--- src/rtl/trdb_instr_stage_if.sv ---
// Bundle between the instruction-stage history pipeline and its neighbours:
// retired-instruction fields and priority feedback in, lc/tc/nc qualifiers out.
interface trdb_instr_stage_if #(
  parameter int unsigned PRIV_W   = 2,
  parameter int unsigned CTX_W    = 32,
  parameter int unsigned OPMODE_W = 2
);
  logic                valid_i;
  logic                exception_i;
  logic                updiscon_i;
  logic                branch_i;
  logic                qualified_i;
  logic                trace_enable_i;
  logic [PRIV_W-1:0]   priv_i;
  logic [CTX_W-1:0]    context_i;
  logic [OPMODE_W-1:0] opmode_i;
  logic                packet_sent_i;
  logic                resync_rst_i;

  logic valid_o;
  logic lc_exception_o, lc_updiscon_o, lc_final_qualified_o;
  logic tc_qualified_o, tc_exception_o, tc_retired_o, tc_first_qualified_o;
  logic tc_privchange_o, tc_max_resync_o, tc_branch_map_empty_o, tc_branch_map_full_o;
  logic tc_enc_enabled_o, tc_enc_disabled_o, tc_opmode_change_o;
  logic nc_exception_o, nc_privchange_o, nc_context_change_o, nc_branch_map_empty_o;
  logic nc_qualified_o, nc_retired_o;

  modport master (
    output valid_i, exception_i, updiscon_i, branch_i, qualified_i, trace_enable_i,
           priv_i, context_i, opmode_i, packet_sent_i, resync_rst_i,
    input  valid_o, lc_exception_o, lc_updiscon_o, lc_final_qualified_o,
           tc_qualified_o, tc_exception_o, tc_retired_o, tc_first_qualified_o,
           tc_privchange_o, tc_max_resync_o, tc_branch_map_empty_o, tc_branch_map_full_o,
           tc_enc_enabled_o, tc_enc_disabled_o, tc_opmode_change_o,
           nc_exception_o, nc_privchange_o, nc_context_change_o, nc_branch_map_empty_o,
           nc_qualified_o, nc_retired_o
  );

  modport slave (
    input  valid_i, exception_i, updiscon_i, branch_i, qualified_i, trace_enable_i,
           priv_i, context_i, opmode_i, packet_sent_i, resync_rst_i,
    output valid_o, lc_exception_o, lc_updiscon_o, lc_final_qualified_o,
           tc_qualified_o, tc_exception_o, tc_retired_o, tc_first_qualified_o,
           tc_privchange_o, tc_max_resync_o, tc_branch_map_empty_o, tc_branch_map_full_o,
           tc_enc_enabled_o, tc_enc_disabled_o, tc_opmode_change_o,
           nc_exception_o, nc_privchange_o, nc_context_change_o, nc_branch_map_empty_o,
           nc_qualified_o, nc_retired_o
  );
endinterface

--- src/rtl/trdb_instr_stage.sv ---
// Three-deep retired-instruction history (next/this/last) feeding trdb_priority,
// plus the branch-map occupancy and resync counters.
module trdb_instr_stage #(
  parameter int unsigned          PRIV_W         = 2,
  parameter int unsigned          CTX_W          = 32,
  parameter int unsigned          OPMODE_W       = 2,
  parameter int unsigned          BRANCH_MAP_MAX = 31,
  parameter int unsigned          RESYNC_W       = 16,
  parameter logic [RESYNC_W-1:0]  MAX_RESYNC     = 16'hFFFF
) (
  input logic              clk_i,
  input logic              rst_i,
  trdb_instr_stage_if.slave bus
);
  localparam int unsigned BCNT_W = $clog2(BRANCH_MAP_MAX + 1);
  localparam logic [BCNT_W-1:0] BCNT_MAX = BCNT_W'(BRANCH_MAP_MAX);

  typedef struct packed {
    logic                occ;
    logic                exc;
    logic                upd;
    logic                br;
    logic                qual;
    logic                en;
    logic [PRIV_W-1:0]   priv;
    logic [CTX_W-1:0]    ctx;
    logic [OPMODE_W-1:0] opmode;
  } entry_t;

  entry_t                n_q, n_d, t_q, t_d, l_q, l_d, in_e;
  logic [BCNT_W-1:0]     bcnt_q, bcnt_d;
  logic [RESYNC_W-1:0]   rcnt_q, rcnt_d;
  logic                  valid_q, valid_d;
  logic                  br_inc;

  function automatic logic [BCNT_W-1:0] bcnt_sat_inc(input logic [BCNT_W-1:0] v);
    return (v == BCNT_MAX) ? v : v + BCNT_W'(1);
  endfunction

  function automatic logic [RESYNC_W-1:0] rcnt_sat_inc(input logic [RESYNC_W-1:0] v);
    return (v == MAX_RESYNC) ? v : v + RESYNC_W'(1);
  endfunction

  always_comb begin
    in_e        = '0;
    in_e.occ    = 1'b1;
    in_e.exc    = bus.exception_i;
    in_e.upd    = bus.updiscon_i;
    in_e.br     = bus.branch_i;
    in_e.qual   = bus.qualified_i & bus.trace_enable_i;
    in_e.en     = bus.trace_enable_i;
    in_e.priv   = bus.priv_i;
    in_e.ctx    = bus.context_i;
    in_e.opmode = bus.opmode_i;
  end

  // The branch counted is the one about to enter T, i.e. the current N.
  assign br_inc = bus.valid_i & n_q.occ & n_q.br;

  always_comb begin
    n_d     = n_q;
    t_d     = t_q;
    l_d     = l_q;
    bcnt_d  = bcnt_q;
    rcnt_d  = rcnt_q;
    valid_d = bus.valid_i & n_q.occ;
    if (bus.valid_i) begin
      l_d = t_q;
      t_d = n_q;
      n_d = in_e;
    end
    if (bus.packet_sent_i) begin
      bcnt_d = br_inc ? BCNT_W'(1) : '0;
    end else if (br_inc) begin
      bcnt_d = bcnt_sat_inc(bcnt_q);
    end
    if (bus.resync_rst_i) begin
      rcnt_d = '0;
    end else if (bus.valid_i) begin
      rcnt_d = rcnt_sat_inc(rcnt_q);
    end
  end

  always_ff @(posedge clk_i or posedge rst_i) begin
    if (rst_i) begin
      n_q     <= '0;
      t_q     <= '0;
      l_q     <= '0;
      bcnt_q  <= '0;
      rcnt_q  <= '0;
      valid_q <= 1'b0;
    end else begin
      n_q     <= n_d;
      t_q     <= t_d;
      l_q     <= l_d;
      bcnt_q  <= bcnt_d;
      rcnt_q  <= rcnt_d;
      valid_q <= valid_d;
    end
  end

  // L's branch flag and context are never consulted once an entry ages out of T.
  logic unused_l;
  assign unused_l = ^{l_q.br, l_q.ctx};

  assign bus.valid_o               = valid_q;
  assign bus.lc_exception_o        = l_q.occ & l_q.exc;
  assign bus.lc_updiscon_o         = l_q.occ & l_q.upd;
  assign bus.lc_final_qualified_o  = l_q.occ & t_q.occ & l_q.qual & ~t_q.qual;

  assign bus.tc_qualified_o        = t_q.occ & t_q.qual;
  assign bus.tc_exception_o        = t_q.occ & t_q.exc;
  assign bus.tc_retired_o          = t_q.occ;
  assign bus.tc_first_qualified_o  = t_q.occ & t_q.qual & ~(l_q.occ & l_q.qual);
  assign bus.tc_privchange_o       = t_q.occ & l_q.occ & (t_q.priv != l_q.priv);
  assign bus.tc_max_resync_o       = (rcnt_q == MAX_RESYNC);
  assign bus.tc_branch_map_empty_o = (bcnt_q == '0);
  assign bus.tc_branch_map_full_o  = (bcnt_q == BCNT_MAX);
  assign bus.tc_enc_enabled_o      = t_q.occ & t_q.en & ~(l_q.occ & l_q.en);
  assign bus.tc_enc_disabled_o     = t_q.occ & l_q.occ & l_q.en & ~t_q.en;
  assign bus.tc_opmode_change_o    = t_q.occ & l_q.occ & (t_q.opmode != l_q.opmode);

  assign bus.nc_exception_o        = n_q.occ & n_q.exc;
  assign bus.nc_privchange_o       = n_q.occ & t_q.occ & (n_q.priv != t_q.priv);
  assign bus.nc_context_change_o   = n_q.occ & t_q.occ & (n_q.ctx != t_q.ctx);
  assign bus.nc_branch_map_empty_o = (bcnt_q == '0) & ~(n_q.occ & n_q.br);
  assign bus.nc_qualified_o        = n_q.occ & n_q.qual;
  assign bus.nc_retired_o          = n_q.occ;

endmodule

--- src/flat_wrapper.sv ---
// flat-port wrapper written by rule: the top's interface ports become plain ports
module trdb_instr_stage_flat 
#(
  parameter int unsigned          PRIV_W         = 2,
  parameter int unsigned          CTX_W          = 32,
  parameter int unsigned          OPMODE_W       = 2,
  parameter int unsigned          BRANCH_MAP_MAX = 31,
  parameter int unsigned          RESYNC_W       = 16,
  parameter logic [RESYNC_W-1:0]  MAX_RESYNC     = 16'hFFFF
)
  (clk_i, rst_i, bus_valid_i, bus_exception_i, bus_updiscon_i, bus_branch_i, bus_qualified_i, bus_trace_enable_i, bus_priv_i, bus_context_i, bus_opmode_i, bus_packet_sent_i, bus_resync_rst_i, bus_valid_o, bus_lc_exception_o, bus_lc_updiscon_o, bus_lc_final_qualified_o, bus_tc_qualified_o, bus_tc_exception_o, bus_tc_retired_o, bus_tc_first_qualified_o, bus_tc_privchange_o, bus_tc_max_resync_o, bus_tc_branch_map_empty_o, bus_tc_branch_map_full_o, bus_tc_enc_enabled_o, bus_tc_enc_disabled_o, bus_tc_opmode_change_o, bus_nc_exception_o, bus_nc_privchange_o, bus_nc_context_change_o, bus_nc_branch_map_empty_o, bus_nc_qualified_o, bus_nc_retired_o);
  trdb_instr_stage_if #(.PRIV_W(PRIV_W), .CTX_W(CTX_W), .OPMODE_W(OPMODE_W)) bus_i ();
  input logic clk_i;
  input logic rst_i;
  input wire logic [$bits(bus_i.valid_i)-1:0] bus_valid_i;
  input wire logic [$bits(bus_i.exception_i)-1:0] bus_exception_i;
  input wire logic [$bits(bus_i.updiscon_i)-1:0] bus_updiscon_i;
  input wire logic [$bits(bus_i.branch_i)-1:0] bus_branch_i;
  input wire logic [$bits(bus_i.qualified_i)-1:0] bus_qualified_i;
  input wire logic [$bits(bus_i.trace_enable_i)-1:0] bus_trace_enable_i;
  input wire logic [$bits(bus_i.priv_i)-1:0] bus_priv_i;
  input wire logic [$bits(bus_i.context_i)-1:0] bus_context_i;
  input wire logic [$bits(bus_i.opmode_i)-1:0] bus_opmode_i;
  input wire logic [$bits(bus_i.packet_sent_i)-1:0] bus_packet_sent_i;
  input wire logic [$bits(bus_i.resync_rst_i)-1:0] bus_resync_rst_i;
  output wire logic [$bits(bus_i.valid_o)-1:0] bus_valid_o;
  output wire logic [$bits(bus_i.lc_exception_o)-1:0] bus_lc_exception_o;
  output wire logic [$bits(bus_i.lc_updiscon_o)-1:0] bus_lc_updiscon_o;
  output wire logic [$bits(bus_i.lc_final_qualified_o)-1:0] bus_lc_final_qualified_o;
  output wire logic [$bits(bus_i.tc_qualified_o)-1:0] bus_tc_qualified_o;
  output wire logic [$bits(bus_i.tc_exception_o)-1:0] bus_tc_exception_o;
  output wire logic [$bits(bus_i.tc_retired_o)-1:0] bus_tc_retired_o;
  output wire logic [$bits(bus_i.tc_first_qualified_o)-1:0] bus_tc_first_qualified_o;
  output wire logic [$bits(bus_i.tc_privchange_o)-1:0] bus_tc_privchange_o;
  output wire logic [$bits(bus_i.tc_max_resync_o)-1:0] bus_tc_max_resync_o;
  output wire logic [$bits(bus_i.tc_branch_map_empty_o)-1:0] bus_tc_branch_map_empty_o;
  output wire logic [$bits(bus_i.tc_branch_map_full_o)-1:0] bus_tc_branch_map_full_o;
  output wire logic [$bits(bus_i.tc_enc_enabled_o)-1:0] bus_tc_enc_enabled_o;
  output wire logic [$bits(bus_i.tc_enc_disabled_o)-1:0] bus_tc_enc_disabled_o;
  output wire logic [$bits(bus_i.tc_opmode_change_o)-1:0] bus_tc_opmode_change_o;
  output wire logic [$bits(bus_i.nc_exception_o)-1:0] bus_nc_exception_o;
  output wire logic [$bits(bus_i.nc_privchange_o)-1:0] bus_nc_privchange_o;
  output wire logic [$bits(bus_i.nc_context_change_o)-1:0] bus_nc_context_change_o;
  output wire logic [$bits(bus_i.nc_branch_map_empty_o)-1:0] bus_nc_branch_map_empty_o;
  output wire logic [$bits(bus_i.nc_qualified_o)-1:0] bus_nc_qualified_o;
  output wire logic [$bits(bus_i.nc_retired_o)-1:0] bus_nc_retired_o;
  assign bus_i.valid_i = bus_valid_i;
  assign bus_i.exception_i = bus_exception_i;
  assign bus_i.updiscon_i = bus_updiscon_i;
  assign bus_i.branch_i = bus_branch_i;
  assign bus_i.qualified_i = bus_qualified_i;
  assign bus_i.trace_enable_i = bus_trace_enable_i;
  assign bus_i.priv_i = bus_priv_i;
  assign bus_i.context_i = bus_context_i;
  assign bus_i.opmode_i = bus_opmode_i;
  assign bus_i.packet_sent_i = bus_packet_sent_i;
  assign bus_i.resync_rst_i = bus_resync_rst_i;
  assign bus_valid_o = bus_i.valid_o;
  assign bus_lc_exception_o = bus_i.lc_exception_o;
  assign bus_lc_updiscon_o = bus_i.lc_updiscon_o;
  assign bus_lc_final_qualified_o = bus_i.lc_final_qualified_o;
  assign bus_tc_qualified_o = bus_i.tc_qualified_o;
  assign bus_tc_exception_o = bus_i.tc_exception_o;
  assign bus_tc_retired_o = bus_i.tc_retired_o;
  assign bus_tc_first_qualified_o = bus_i.tc_first_qualified_o;
  assign bus_tc_privchange_o = bus_i.tc_privchange_o;
  assign bus_tc_max_resync_o = bus_i.tc_max_resync_o;
  assign bus_tc_branch_map_empty_o = bus_i.tc_branch_map_empty_o;
  assign bus_tc_branch_map_full_o = bus_i.tc_branch_map_full_o;
  assign bus_tc_enc_enabled_o = bus_i.tc_enc_enabled_o;
  assign bus_tc_enc_disabled_o = bus_i.tc_enc_disabled_o;
  assign bus_tc_opmode_change_o = bus_i.tc_opmode_change_o;
  assign bus_nc_exception_o = bus_i.nc_exception_o;
  assign bus_nc_privchange_o = bus_i.nc_privchange_o;
  assign bus_nc_context_change_o = bus_i.nc_context_change_o;
  assign bus_nc_branch_map_empty_o = bus_i.nc_branch_map_empty_o;
  assign bus_nc_qualified_o = bus_i.nc_qualified_o;
  assign bus_nc_retired_o = bus_i.nc_retired_o;
  trdb_instr_stage #(.PRIV_W(PRIV_W), .CTX_W(CTX_W), .OPMODE_W(OPMODE_W), .BRANCH_MAP_MAX(BRANCH_MAP_MAX), .RESYNC_W(RESYNC_W), .MAX_RESYNC(MAX_RESYNC)) u_core (.clk_i(clk_i), .rst_i(rst_i), .bus(bus_i));
endmodule
--- config.mk ---
export PLATFORM = sky130hd
export DESIGN_NAME = trdb_instr_stage_flat
export DESIGN_NICKNAME = d
export VERILOG_FILES = /design/src/rtl/trdb_instr_stage_if.sv /design/src/rtl/trdb_instr_stage.sv /design/src/flat_wrapper.sv
export SDC_FILE = /design/constraint.sdc
export NUM_CORES = 1
export LEC_CHECK = 0
export CORE_UTILIZATION = 56
export DETAILED_ROUTE_END_ITERATION = 10
export PLACE_DENSITY = 0.91
export SYNTH_ARGS = -nofsm -noshare
export SYNTH_HDL_FRONTEND = slang
export SYNTH_SLANG_ARGS = --single-unit
export TNS_END_PERCENT = 20
--- constraint.sdc ---
create_clock -name clk_i -period 6.2 [get_ports clk_i]
set_input_delay 0.62 -clock clk_i [delete_from_list [all_inputs] [get_ports clk_i]]
set_output_delay 0.62 -clock clk_i [all_outputs]
set_load 0.1 [all_outputs]
# ---- Yosys cells after proc, flatten, opt, wreduce, memory -nomap -nowiden
# Index checks and enable logic that the tools add are counted.
dict set report totals {
  regBits 114
  inputBits 46
  output_inout_bits 21
  word_cells 80
}
dict set report op_classes {
  addsub 2
  n_eq_ne 8
  n_mux 7
  n_bitwise 31
  reduce_logical 5
}
# op count
set op_table {}
lappend op_table {{two-way mux 16 bit} 3}
lappend op_table {{inequality test 32 bit} 1}
lappend op_table {{AND 1 bit} 26}
lappend op_table {{adder 16 x 1 -> 16 bit, second input constant} 1}
lappend op_table {{== test 16 bit, second input constant} 1}
lappend op_table {{two-way mux 5 bit} 3}
lappend op_table {{inequality test 2 bit} 3}
lappend op_table {{adder 5 x 1 -> 5 bit, second input constant} 1}
lappend op_table {{== test 5 bit, second input constant} 1}
lappend op_table {{zero test 5 bit} 1}
lappend op_table {{inverter 1 bit} 5}
lappend op_table {{inequality test 2 bit, second input constant} 2}
lappend op_table {{AND reduction 2 bit} 2}
lappend op_table {{nonzero test 2 bit} 2}
lappend op_table {{two-way mux 1 bit} 1}

# ---- Logic depth before layout (Yosys ltp)
dict set report logic_depth {
  depth_word 4
  depth_mapped 8
  mapped_depth_nobuf 7
}

# ---- Worst setup path after synthesis
# OpenSTA, ideal clock, no wires.
dict set report synth_path {
  path_type {reg2out}
  start {register u_core.bcnt_q[0]}
  end {output port bus_nc_branch_map_empty_o}
  t_arrival_ns 6.094
  required_time_ns 5.580
  slack_ns -0.514
  path_stages_with_launch 5
  n_path_buf 0
  cell_sequence {dfrtp_1 > inv_1 > ha_1 > nor4b_1 > a21boi_0}
}
dict set report synth_via {
  elab_chain_len 2
}
# element line
set synth_rtl {}
lappend synth_rtl {{start: declaration} trdb_instr_stage.sv:31} ;# logic [BCNT_W-1:0] bcnt_q, bcnt_d;
lappend synth_rtl {{start signal: assignment} trdb_instr_stage.sv:96} ;# bcnt_q <= bcnt_d;
lappend synth_rtl {{zero test 5 bit} -}
lappend synth_rtl {{via bus_tc_branch_map_empty_o} flat_wrapper.sv:36} ;# output wire logic [$bits(bus_i.tc_branch_map_empty_o)-1:0] bus_tc_branch_map_empty_o;
lappend synth_rtl {{AND 1 bit} trdb_instr_stage.sv:126} ;# assign bus.nc_branch_map_empty_o = (bcnt_q == '0) & ~(n_q.occ & n_q.br);
lappend synth_rtl {{end: declaration} flat_wrapper.sv:44} ;# output wire logic [$bits(bus_i.nc_branch_map_empty_o)-1:0] bus_nc_branch_map_empty_o;
# The timed path passes the listed nets, and every way through them passes these cells.

# ---- Worst setup path after layout
dict set report layout_path {
  start {register u_core.rcnt_q[0]}
  end {output port bus_tc_max_resync_o}
}
dict set report layout_via {
  elab_chain_len 1
}
# element line
set layout_rtl {}
lappend layout_rtl {{start: declaration} trdb_instr_stage.sv:32} ;# logic [RESYNC_W-1:0] rcnt_q, rcnt_d;
lappend layout_rtl {{start signal: assignment} trdb_instr_stage.sv:97} ;# rcnt_q <= rcnt_d;
lappend layout_rtl {{== test 16 bit} trdb_instr_stage.sv:116} ;# assign bus.tc_max_resync_o = (rcnt_q == MAX_RESYNC);
lappend layout_rtl {{end: declaration} flat_wrapper.sv:35} ;# output wire logic [$bits(bus_i.tc_max_resync_o)-1:0] bus_tc_max_resync_o;
# No other way between the ends.

==> results.md <==
* H-tree Lvls at 4
* First-pass GRT wire length at 16700 microns
* HP Start: u_core.t_q[39]
* DRT antenna net count at 0
* Final Worst Setup Slack at 2.73 ns
* Final nets at 514
* Syn Nets at 443
* Post-detail-place hpwl at 6060 microns
* Kind of critical path: reg -> out
* Core area at 8810 sq um
* Die ar. at 9560 sq um
* Gr usage total at 22.5%
* Slew headroom at 32.7%
* Synth cell types at 44
* Number of port buffers at 66
* Sequential area share after synthesis at 55.6%
* Ys flop type: dfrtp_1
* I/O pin cnt at 67
* CTS tree: yes
* Resized Gates After CTS at 0
* Unrepaired setup endpoints after global routing: false
* Synth Register Bits at 114
* Max-slew violations at 0
* Setup TNS at 0 ns
* DRT iter0 DRCs at 128
* Period utilisation layout at 56.0%
* Placement Rows at 34
* Post-CTS Setup Repair Bufs at 0
* Fin crit period at 3.47 ns
* Leakage Power at 0.00261 uW
* Synth Area per Inst at 13.1 sq um
* Wire length on met3 at 463 microns
* Gpl congestion at 0.835
* Die Span Y at 97.8 microns
* Failing checks: design-rule violations
* Layout area overhead at 26.0%
* DP Worst Slack at 3.25 ns
* Post-Syn Instances at 393
* Final hold violation count at 0
* Length of routed met2 wiring at 4730 microns
* Critical path peak fanout at 6
* Clock tree buffer depth at 2
* Vias per inst at 5.69
* FF-to-FF Start: u_core.rcnt_q[2]
* Vias post-DR at 3331
* Gr ovfl total at 0
* Top cell type's share of synthesized area at 55.6%
* Number of synthesized flops with an enable pin at 0
* Syn Std Cell Area at 5130 sq um
* Clock Skews at 0.00491 ns
* Critical path capture point type: output port
* Syn. warnings at 0
* Die X at 97.8 microns
* Post-CTS Hold Buffers at 0
* Post-synth ARST share at 100%
* DR WL/cell at 16.3 microns
* Routed WL at 9530 microns
* Pin count of the biggest net entering global routing at 61
* Peak VDD IR at 0.225 mV
* Critical Path AT at 2.85 ns
* Initial Util at 58.3%
* Final setup fails at 0
* Vias in the first global route at 3499
* Clock Latency Late Sink at 0.51 ns
* Final Non-Filler Cells at 585
* Synth area leader: dfrtp_1
* Power Density at 350 nW/um^2
* Worst-Margin Slew at 1.01 ns
* M1 wire length at 4170 microns
* Worst hold slack at 0.503 ns
* Share of layout cells above drive strength 1 at 28.3%
* Root buffer cell: clkbuf_8
* Hold Crit Class: reg -> reg
* First-pass DRT Iterations at 7
* Residual DRC at 8
* Top routing layer in use: met4
* Fmax at 0.288 GHz
* Dpl cells at 553
* Num CTS Buffers at 17
* Antenna violations before repair at 0
* Clk pin slew, worst setup/hold paths at 0.06 ns
* CP startpoint kind: flip-flop
* Clock sink total at 114
* Critical path origin: u_core.rcnt_q[0]
* Synth top area cells: dfrtp_1 56%, mux2_2 20%, xnor2_1 6.5%, nand4_1 1.5%, a21oi_1 1.4%
* Status: finished, violations left
* ANT cells at 0
* CP required at 5.58 ns
* Max-cap check violation count at 0
==> worst max-delay path, stage by stage, from the launching register on <==
cell             delay, ns
dfrtp_1               0.38
ha_1                  0.29
nand3_1               0.15
nor4_2                0.33
clkdlybuf4s50_1       1.20
==> cells in the final DEF, fill, tap and decap left out, drive strengths merged, types with 7 or more instances in the layout <==
cell / count
clkbuf: 22
clkdlybuf4s50: 65
xnor2: 38
nand3: 7
dfrtp: 114
mux2: 92
nor2: 10
nand4: 13
or4: 7
and2: 7
o31ai: 7
nand2: 12
inv: 7
a21oi: 14
==> report_power, final <==
group / internal [uW] / switching, uW
logic: 175 / 232
registers: 824 / 59.3
clock network: 650 / 325
==> cells by family (layout without fill, tap and decap cells) <==
kind of cell / after synthesis / in the layout / share of synthesized area, %
buffers and inverters: 24 / 108 / 2.34
DFF: 114 / 114 / 55.6
AOI/OAI and AO/OA: 33 / 33 / 4.07
adders and majority gates: 4 / 4 / 0.975
muxes: 95 / 95 / 20.8
and+or+nand+nor: 83 / 83 / 9.48
xor gates and xnor gates: 40 / 40 / 6.82
==> cell type report <==
class | count | area [sq um]
inverter | 7 | 28.8
sequential | 114 | 2850
timing repair buffer | 69 | 681
multi-input combinational | 255 | 2170
clock inverter | 10 | 130
fill | 563 | 2340
clock buffer | 22 | 473
tap | 108 | 135
==> final timing paths <==
check / slack [ns] / endpoint / cells past startpoint
setup / recovery: 2.73 / bus_tc_max_resync_o / 4
hold / removal: 0.50 / u_core.t_q[39] / 1
setup reg to reg: 4.19 / u_core.rcnt_q[13] / 4
hold reg to reg: 0.50 / u_core.t_q[39] / 1
max in group asynchronous: 4.41 / u_core.t_q[33] / 3
min in group asynchronous: 0.55 / u_core.rcnt_q[0] / 2
==> synth_stat cells, types with 2 or more instances <==
cell	instances
dfrtp_1	114
mux2_2	92
xnor2_1	38
a21oi_1	14
nand2_1	12
nand4_1	12
nor2_1	10
clkbuf_1	8
and2_1	7
inv_1	7
nand3_1	7
o31ai_1	7
nor3_1	6
or4_1	6
ha_1	4
nor4_1	4
buf_1	3
mux2i_1	3
nor2b_1	3
or3_1	3
a21boi_0	2
a31oi_1	2
buf_4	2
buf_6	2
nand2b_1	2
nor3b_1	2
o21ai_0	2
o41ai_1	2
xor2_1	2
==> per-stage QoR <==
| step | util [%] | power, uW | instance area, sq um |
|---|---|---|---|
| 4_1_cts | 73.5 | 2290 | 6470 |
| 6_report | 73.5 | 2270 | 6470 |
| 5_1_grt | 73.5 | 2360 | 6470 |
| 3_3_place_gp | 66.6 | 1290 | 5870 |
| 3_5_place_dp | 66.6 | 1300 | 5870 |
| 2_1_floorplan | - | 1200 | 5140 |
==> routing by layer <==
metal / vias to the layer above / GRT usage [%]
li1: 1561 / -
met1: 1657 / 28.1
met2: 91 / 36.9
met3: 22 / 6.94
met4: 0 / 8.74
met5: - / 0
==> flip-flops by register name, summed over array words and instances, names as in the netlist <==
register,count
u_core.bcnt_q,5
u_core.bus.nc_retired_o,1
u_core.bus.tc_retired_o,1
u_core.bus.valid_o,1
u_core.l_q,9
u_core.n_q,41
u_core.rcnt_q,16
u_core.t_q,40
Power figures use the tool's default switching activity.
